[config.mk]
export PLATFORM = sky130hd
export DESIGN_NAME = pong_game_ctrl_flat
export DESIGN_NICKNAME = d
export VERILOG_FILES = /design/src/rtl/pong_pkg.sv /design/src/rtl/pong_game_ctrl_if.sv /design/src/rtl/pong_bcd2_counter.sv /design/src/rtl/pong_game_ctrl.sv /design/src/flat_wrapper.sv
export SDC_FILE = /design/constraint.sdc
export NUM_CORES = 1
export LEC_CHECK = 0
export BUFFER_PORTS_ARGS = -buffer_cell sky130_fd_sc_hd__buf_2
export CAP_MARGIN = 20
export CORE_MARGIN = 2
export CORE_UTILIZATION = 60
export DETAILED_ROUTE_END_ITERATION = 8
export GPL_TIMING_DRIVEN = 0
export PLACE_DENSITY = 0.93
export SLEW_MARGIN = 15
export SYNTH_ARGS = -nofsm -noshare
export SYNTH_HDL_FRONTEND = slang
export SYNTH_SLANG_ARGS = --single-unit
export TNS_END_PERCENT = 100
[constraint.sdc]
create_clock -name clk -period 4.7 [get_ports clk]
set_input_delay 1.175 -clock clk [delete_from_list [all_inputs] [get_ports clk]]
set_output_delay 1.175 -clock clk [all_outputs]
set_load 0.05 [all_outputs]
[src/rtl/pong_pkg.sv]
// ============================================================================
// pong_pkg : shared state encodings, overlay/serve/hit codes and BCD helpers
// Revision : 1.0
// ============================================================================
`default_nettype none

package pong_pkg;

  typedef enum logic [1:0] {
    NEWGAME = 2'd0,
    PLAY    = 2'd1,
    NEWBALL = 2'd2,
    OVER    = 2'd3
  } state_t;

  localparam logic [1:0] TEXT_NONE    = 2'b00;
  localparam logic [1:0] TEXT_START   = 2'b01;
  localparam logic [1:0] TEXT_READY   = 2'b10;
  localparam logic [1:0] TEXT_OVER    = 2'b11;

  localparam logic [1:0] HIT_LEFT     = 2'b01;
  localparam logic [1:0] HIT_RIGHT    = 2'b10;

  localparam logic [1:0] SERVE_RANDOM = 2'b00;
  localparam logic [1:0] SERVE_P1     = 2'b01;
  localparam logic [1:0] SERVE_P2     = 2'b10;

  localparam logic [1:0] WIN_NONE     = 2'b00;
  localparam logic [1:0] WIN_P1       = 2'b01;
  localparam logic [1:0] WIN_P2       = 2'b10;

  // Two-digit BCD increment, saturating at 99.
  function automatic logic [7:0] bcd_inc(input logic [7:0] v);
    logic [7:0] r;
    if (v == 8'h99)
      r = v;
    else if (v[3:0] >= 4'd9)
      r = {v[7:4] + 4'd1, 4'd0};
    else
      r = {v[7:4], v[3:0] + 4'd1};
    return r;
  endfunction

  function automatic logic [7:0] to_bcd(input int unsigned v);
    logic [3:0] tens;
    logic [3:0] ones;
    tens = 4'(v / 10);
    ones = 4'(v % 10);
    return {tens, ones};
  endfunction

endpackage

`default_nettype wire

[src/rtl/pong_game_ctrl_if.sv]
// ============================================================================
// pong_game_ctrl_if : graphics/button/score bundle of the Pong game controller
// Revision : 1.0   (freeze present only when PONG_PAUSE_EN is defined)
// ============================================================================
`default_nettype none

interface pong_game_ctrl_if;
  logic       refresh_tick;
  logic       start_btn;
  logic       miss;
  logic [1:0] hit;
  logic       gra_still;
  logic [1:0] serve_dir;
  logic [7:0] p1_score;
  logic [7:0] p2_score;
  logic [1:0] winner;
  logic [1:0] text_sel;
`ifdef PONG_PAUSE_EN
  logic       freeze;

  modport master (
    output refresh_tick, start_btn, miss, hit,
    input  gra_still, serve_dir, p1_score, p2_score, winner, text_sel, freeze
  );
  modport slave (
    input  refresh_tick, start_btn, miss, hit,
    output gra_still, serve_dir, p1_score, p2_score, winner, text_sel, freeze
  );
`else
  modport master (
    output refresh_tick, start_btn, miss, hit,
    input  gra_still, serve_dir, p1_score, p2_score, winner, text_sel
  );
  modport slave (
    input  refresh_tick, start_btn, miss, hit,
    output gra_still, serve_dir, p1_score, p2_score, winner, text_sel
  );
`endif
endinterface

`default_nettype wire

[src/rtl/pong_bcd2_counter.sv]
// ============================================================================
// pong_bcd2_counter : two-digit BCD score counter, sync clear, saturates at 99
// Revision : 1.0
// ============================================================================
`default_nettype none

module pong_bcd2_counter
  import pong_pkg::*;
(
  input  logic       clk,
  input  logic       reset,
  input  logic       clr_i,
  input  logic       inc_i,
  output logic [7:0] value_o
);

  logic [7:0] value_q;
  logic [7:0] value_d;

  always_comb begin
    value_d = value_q;
    if (clr_i)
      value_d = 8'h00;
    else if (inc_i)
      value_d = bcd_inc(value_q);
  end

  always_ff @(posedge clk or negedge reset) begin
    if (!reset)
      value_q <= 8'h00;
    else
      value_q <= value_d;
  end

  assign value_o = value_q;

endmodule

`default_nettype wire

[src/rtl/pong_game_ctrl.sv]
// ============================================================================
// pong_game_ctrl : Pong match sequencer (new game / play / new ball / over)
// Revision : 1.0   Optional in-play pause: define PONG_PAUSE_EN
// ============================================================================
`default_nettype none

module pong_game_ctrl
  import pong_pkg::*;
#(
  parameter int WIN_SCORE   = 5,
  parameter int DELAY_TICKS = 120,
  parameter int TIMER_W     = 8
) (
  input logic             clk,
  input logic             reset,
  pong_game_ctrl_if.slave bus
);

  localparam logic [7:0]         WIN_BCD    = to_bcd(WIN_SCORE);
  localparam logic [TIMER_W-1:0] DELAY_LOAD = TIMER_W'(DELAY_TICKS);

  state_t             state_q, state_d;
  logic [TIMER_W-1:0] timer_q, timer_d;
  logic [1:0]         serve_q, serve_d;
  logic [1:0]         winner_q, winner_d;
  logic [1:0]         text_q, text_d;
  logic               gra_still_q, gra_still_d;
  logic               start_q;
  logic               start_pulse;
  logic               miss_live;
  logic               p1_inc, p2_inc, score_clr;
  logic [7:0]         p1_score, p2_score;

  assign start_pulse = bus.start_btn & ~start_q;

`ifdef PONG_PAUSE_EN
  logic pause_q, pause_d;
  logic freeze_q, freeze_d;
  assign miss_live = bus.miss & ~pause_q;
`else
  assign miss_live = bus.miss;
`endif

  always_comb begin
    state_d   = state_q;
    timer_d   = timer_q;
    serve_d   = serve_q;
    winner_d  = winner_q;
    p1_inc    = 1'b0;
    p2_inc    = 1'b0;
    score_clr = 1'b0;
`ifdef PONG_PAUSE_EN
    pause_d   = pause_q;
`endif
    case (state_q)
      NEWGAME: begin
        if (start_pulse) begin
          state_d   = PLAY;
          score_clr = 1'b1;
          winner_d  = WIN_NONE;
        end
      end
      PLAY: begin
`ifdef PONG_PAUSE_EN
        if (start_pulse)
          pause_d = ~pause_q;
`endif
        // A miss always wins over a coincident refresh tick: the timer reloads.
        if (miss_live) begin
          timer_d = DELAY_LOAD;
          state_d = NEWBALL;
          if (bus.hit == HIT_RIGHT) begin
            p1_inc  = 1'b1;
            serve_d = SERVE_P2;
            if (bcd_inc(p1_score) == WIN_BCD) begin
              state_d  = OVER;
              winner_d = WIN_P1;
            end
          end else if (bus.hit == HIT_LEFT) begin
            p2_inc  = 1'b1;
            serve_d = SERVE_P1;
            if (bcd_inc(p2_score) == WIN_BCD) begin
              state_d  = OVER;
              winner_d = WIN_P2;
            end
          end else begin
            serve_d = SERVE_RANDOM;
          end
        end
      end
      NEWBALL: begin
        if (timer_q == '0)
          state_d = PLAY;
        else if (bus.refresh_tick)
          timer_d = timer_q - 1'b1;
      end
      OVER: begin
        if (timer_q == '0)
          state_d = NEWGAME;
        else if (bus.refresh_tick)
          timer_d = timer_q - 1'b1;
      end
      default: state_d = NEWGAME;
    endcase

    gra_still_d = (state_d != PLAY);
    case (state_d)
      NEWGAME: text_d = TEXT_START;
      PLAY:    text_d = TEXT_NONE;
      NEWBALL: text_d = TEXT_READY;
      default: text_d = TEXT_OVER;
    endcase

`ifdef PONG_PAUSE_EN
    if (state_d != PLAY)
      pause_d = 1'b0;
    freeze_d = (state_d == PLAY) && pause_d;
    if (freeze_d)
      text_d = TEXT_READY;
`endif
  end

  always_ff @(posedge clk or negedge reset) begin
    if (!reset) begin
      state_q     <= NEWGAME;
      timer_q     <= '0;
      serve_q     <= SERVE_RANDOM;
      winner_q    <= WIN_NONE;
      text_q      <= TEXT_START;
      gra_still_q <= 1'b1;
      start_q     <= 1'b0;
    end else begin
      state_q     <= state_d;
      timer_q     <= timer_d;
      serve_q     <= serve_d;
      winner_q    <= winner_d;
      text_q      <= text_d;
      gra_still_q <= gra_still_d;
      start_q     <= bus.start_btn;
    end
  end

`ifdef PONG_PAUSE_EN
  always_ff @(posedge clk or negedge reset) begin
    if (!reset) begin
      pause_q  <= 1'b0;
      freeze_q <= 1'b0;
    end else begin
      pause_q  <= pause_d;
      freeze_q <= freeze_d;
    end
  end
  assign bus.freeze = freeze_q;
`endif

  pong_bcd2_counter u_p1_score (
    .clk     (clk),
    .reset   (reset),
    .clr_i   (score_clr),
    .inc_i   (p1_inc),
    .value_o (p1_score)
  );

  pong_bcd2_counter u_p2_score (
    .clk     (clk),
    .reset   (reset),
    .clr_i   (score_clr),
    .inc_i   (p2_inc),
    .value_o (p2_score)
  );

  assign bus.gra_still = gra_still_q;
  assign bus.serve_dir = serve_q;
  assign bus.p1_score  = p1_score;
  assign bus.p2_score  = p2_score;
  assign bus.winner    = winner_q;
  assign bus.text_sel  = text_q;

endmodule

`default_nettype wire

[src/flat_wrapper.sv]
// flat-port wrapper written by rule: the top's interface ports become plain ports
module pong_game_ctrl_flat import pong_pkg::*;
#(
  parameter int WIN_SCORE   = 5,
  parameter int DELAY_TICKS = 120,
  parameter int TIMER_W     = 8
)
  (clk, reset, bus_refresh_tick, bus_start_btn, bus_miss, bus_hit, bus_gra_still, bus_serve_dir, bus_p1_score, bus_p2_score, bus_winner, bus_text_sel);
  pong_game_ctrl_if bus_i ();
  input logic clk;
  input logic reset;
  input wire logic [$bits(bus_i.refresh_tick)-1:0] bus_refresh_tick;
  input wire logic [$bits(bus_i.start_btn)-1:0] bus_start_btn;
  input wire logic [$bits(bus_i.miss)-1:0] bus_miss;
  input wire logic [$bits(bus_i.hit)-1:0] bus_hit;
  output wire logic [$bits(bus_i.gra_still)-1:0] bus_gra_still;
  output wire logic [$bits(bus_i.serve_dir)-1:0] bus_serve_dir;
  output wire logic [$bits(bus_i.p1_score)-1:0] bus_p1_score;
  output wire logic [$bits(bus_i.p2_score)-1:0] bus_p2_score;
  output wire logic [$bits(bus_i.winner)-1:0] bus_winner;
  output wire logic [$bits(bus_i.text_sel)-1:0] bus_text_sel;
  assign bus_i.refresh_tick = bus_refresh_tick;
  assign bus_i.start_btn = bus_start_btn;
  assign bus_i.miss = bus_miss;
  assign bus_i.hit = bus_hit;
  assign bus_gra_still = bus_i.gra_still;
  assign bus_serve_dir = bus_i.serve_dir;
  assign bus_p1_score = bus_i.p1_score;
  assign bus_p2_score = bus_i.p2_score;
  assign bus_winner = bus_i.winner;
  assign bus_text_sel = bus_i.text_sel;
  pong_game_ctrl #(.WIN_SCORE(WIN_SCORE), .DELAY_TICKS(DELAY_TICKS), .TIMER_W(TIMER_W)) u_core (.clk(clk), .reset(reset), .bus(bus_i));
endmodule
==> metrics.yaml <==
dpl.cell_count: 287
grt_remaining_overflow: 0
core_area_mm2: 0.003284
cts_buffer_depth: 2
syn_area_mm2: 0.002031
cp_max_fo: 7
postCtsSetupBuffers: 0
n_antenna_cell: 0
cp.depth: 8
stdcell_count: 295
critical_path.startpoint_type: "flip-flop"
start_util_pct: 61.83
fin_setup_tns_ns: 0
grt_pass1_vias: 1550
r2r-start: "u_core.u_p2_score.value_o[0]"
ctsHoldBuffers: 0
slew_viol_final: 0
syn2layout_area_growth_pct: 12.94
pwr_density_cell_mw_per_mm2: 490.5
tightest_slew_ns: 0.7437
cp_num_buf_inv: 0
worst_path_most_repeated_cell: "ha_1"
ys_types: 47
die-area_mm2: 0.003866
cts_tree: "done"
die-width_um: 62.18
whs_ns: 0.5017
ys_seq_area_share_pct: 42.02
hold_violations: 0
vias_per_cell: 5.769
fmax_mhz: 385.8
peakVddDrop_uv: 334.5
grt_pass1_wl_mm: 6.948
wl_per_cell_um: 13.60
placed_area_mm2: 0.002233
fin_crit_sh_pct: 55.15
p_leak_nw: 1.133
fin_skew_ns: 0.008169
timing.slew.headroom_pct: 49.97
grt_antenna_before_repair: 0
postSynthAreaPerCell_um2: 9.579
worstSetupPathType: "flip-flop to flip-flop"
grt_max_degree: 35
critPathLaunch: "u_core.u_p2_score.value_o[0]"
cp.arrival_ns: 2.82
ys_warn_count: 0
critPathMaxStageDelay_ns: 0.46
postLayoutCellArea_mm2: 0.002293
drive_above_1_share_pct: 19.28
synth_common_cells: "32 x dfrtp_1, 26 x nand2_1, 19 x o21ai_0, 15 x ha_1, 13 x nor2_1"
hpwlAfterDp_mm: 2.986
max_cap_violations: 0
io_pins: 30
die_y_um: 62.18
synth_edf_count: 0
ant_nets: 0
drc: 0
endpoint_kind: "flip-flop"
synth_cells: 212
min_path_type: "flip-flop to flip-flop"
synth_area_leaders: "dfrtp_1 39%, ha_1 9.2%, nand2_1 4.8%, o21ai_0 4.7%, xor2_1 3.9%"
synth_top_area_share_pct: 39.43
cts-root-buf: "clkbuf_4"
synthArstFlopShare_pct: 100.0
cts_resized: 0
setup_viol: 0
grtUsageTotal_pct: 22.21
clock_latency_ns: 0.33
cp.required_ns: 4.93
routed_wl_mm: 4.012
rsz0062_at_grt: "false"
critPathSlowestCell: "dfrtp_1"
status: "completed"
rrSetupSlack_ns: 2.11
vias: 1702
syn_nets: 234
cts.sinks: 34
core.rowCount: 21
synth_flop_cell: "dfrtp_1"
finalNetCount: 270
min_delay_path_depth: 2
drtIter0Drc: 122
path_cells: "ha_1 > or3b_1 > a31o_1 > a221oi_2 > nand2_1 > a22o_1 > ha_1 > or2_2"
gp_congestion: 0.8332
cts_max_level: 2
ys_ff_latch: 34
synth_most_common_cell: "dfrtp_1"
yosys.area.top_type: "dfrtp_1"
crit_family: "simple AND/OR/NAND/NOR gates"
cts_buffers: 5
finalCriticalPeriod_ns: 2.592
hp-start: "u_core.bus.serve_dir[1]"
path_clk_slew_ns: 0.10
numPortBuffers: 29
r2r_cells: 8
first_pass_iters: 4
[logic make-up (layout without fill, tap and decap cells)]
| family | Yosys count | after routing | share of synthesized area, % |
|---|---|---|---|
| XOR/XNOR | 10 | 10 | 4.313 |
| multiplexers | 3 | 3 | 1.725 |
| buffers and inverters | 15 | 52 | 3.573 |
| AND/OR/NAND/NOR | 88 | 88 | 24.21 |
| flip-flops | 34 | 34 | 42.02 |
| adder cells (fa/ha/maj) | 15 | 15 | 9.242 |
| AO/OA/AOI/OAI | 47 | 47 | 14.91 |
[worst register-to-register path, cell delays in order (launching register included)]
cell and delay [ns]:
dfrtp_1 0.46, ha_1 0.27, or3b_1 0.40, a31o_1 0.24
a221oi_2 0.28, nand2_1 0.16, a22o_1 0.24, ha_1 0.17
or2_2 0.27
[flip-flops by register name (all words and copies together), names as in the netlist]
name                       cells
u_core.timer_q                 8
u_core.u_p2_score.value_o      8
u_core.bus.serve_dir           2
u_core.bus.text_sel            2
u_core.start_q                 1
u_core.u_p1_score.value_o      8
u_core.state_q                 2
u_core.bus.gra_still           1
u_core.bus.winner              2
[worst paths after layout]
| check | endpoint |
|---|---|
| setup reg to reg | u_core.bus.text_sel[1] |
| hold reg to reg | u_core.bus.serve_dir[1] |
| hold / removal | u_core.bus.serve_dir[1] |
| min in group asynchronous | u_core.state_q[1] |
| max in group asynchronous | u_core.u_p1_score.value_o[7] |
| setup / recovery | u_core.bus.text_sel[1] |
[metrics by stage]
stage	power, mW	utilization, %	worst slack (ns)
2_1_floorplan	0.8394	-	2.027
3_3_place_gp	0.9415	68.00	1.867
3_5_place_dp	0.9654	68.00	1.849
4_1_cts	1.129	69.83	2.075
5_1_grt	1.210	69.83	1.961
6_report	1.125	69.83	2.108
[layout make-up]
cell class | instances | area (um^2)
fill | 270 | 991.0
timing repair buffer | 29 | 145.1
tap | 46 | 57.56
clock buffer | 7 | 55.05
inverter | 12 | 45.04
clock inverter | 1 | 5.005
sequential | 34 | 853.3
buffer | 3 | 27.53
multi-input combinational | 163 | 1105
[placed cells by master, fill, tap and decap left out, drive strengths merged, types with 2 or more instances in the layout]
cell	instances
nor4	2
o21ai	19
nand2	26
a22oi	2
dfstp	2
nand3	7
nand4b	4
nor2	13
nor2b	2
ha	15
and3	3
mux2i	2
inv	12
a21oi	9
a22o	5
nand4	4
a211oi	2
and2	4
xor2	9
dfrtp	32
nand3b	4
nand2b	4
or3b	2
clkbuf	7
buf	32
nor4bb	2
nor3	6
[per-layer routing]
| layer | track usage (%) | routed length (um) | up-vias |
|---|---|---|---|
| met1 | 29.05 | 1852 | 814 |
| met4 | 9.167 | 58 | 0 |
| met2 | 37.23 | 1941 | 49 |
| li1 | - | - | 832 |
| met5 | 0 | 0 | - |
| met3 | 3.261 | 161 | 7 |
[power breakdown]
group	internal, mW	switching [mW]
logic	0.177	0.335
registers	0.374	0.0740
clock network	0.0724	0.0927
Note: power is estimated with default switching activity, not from simulation.
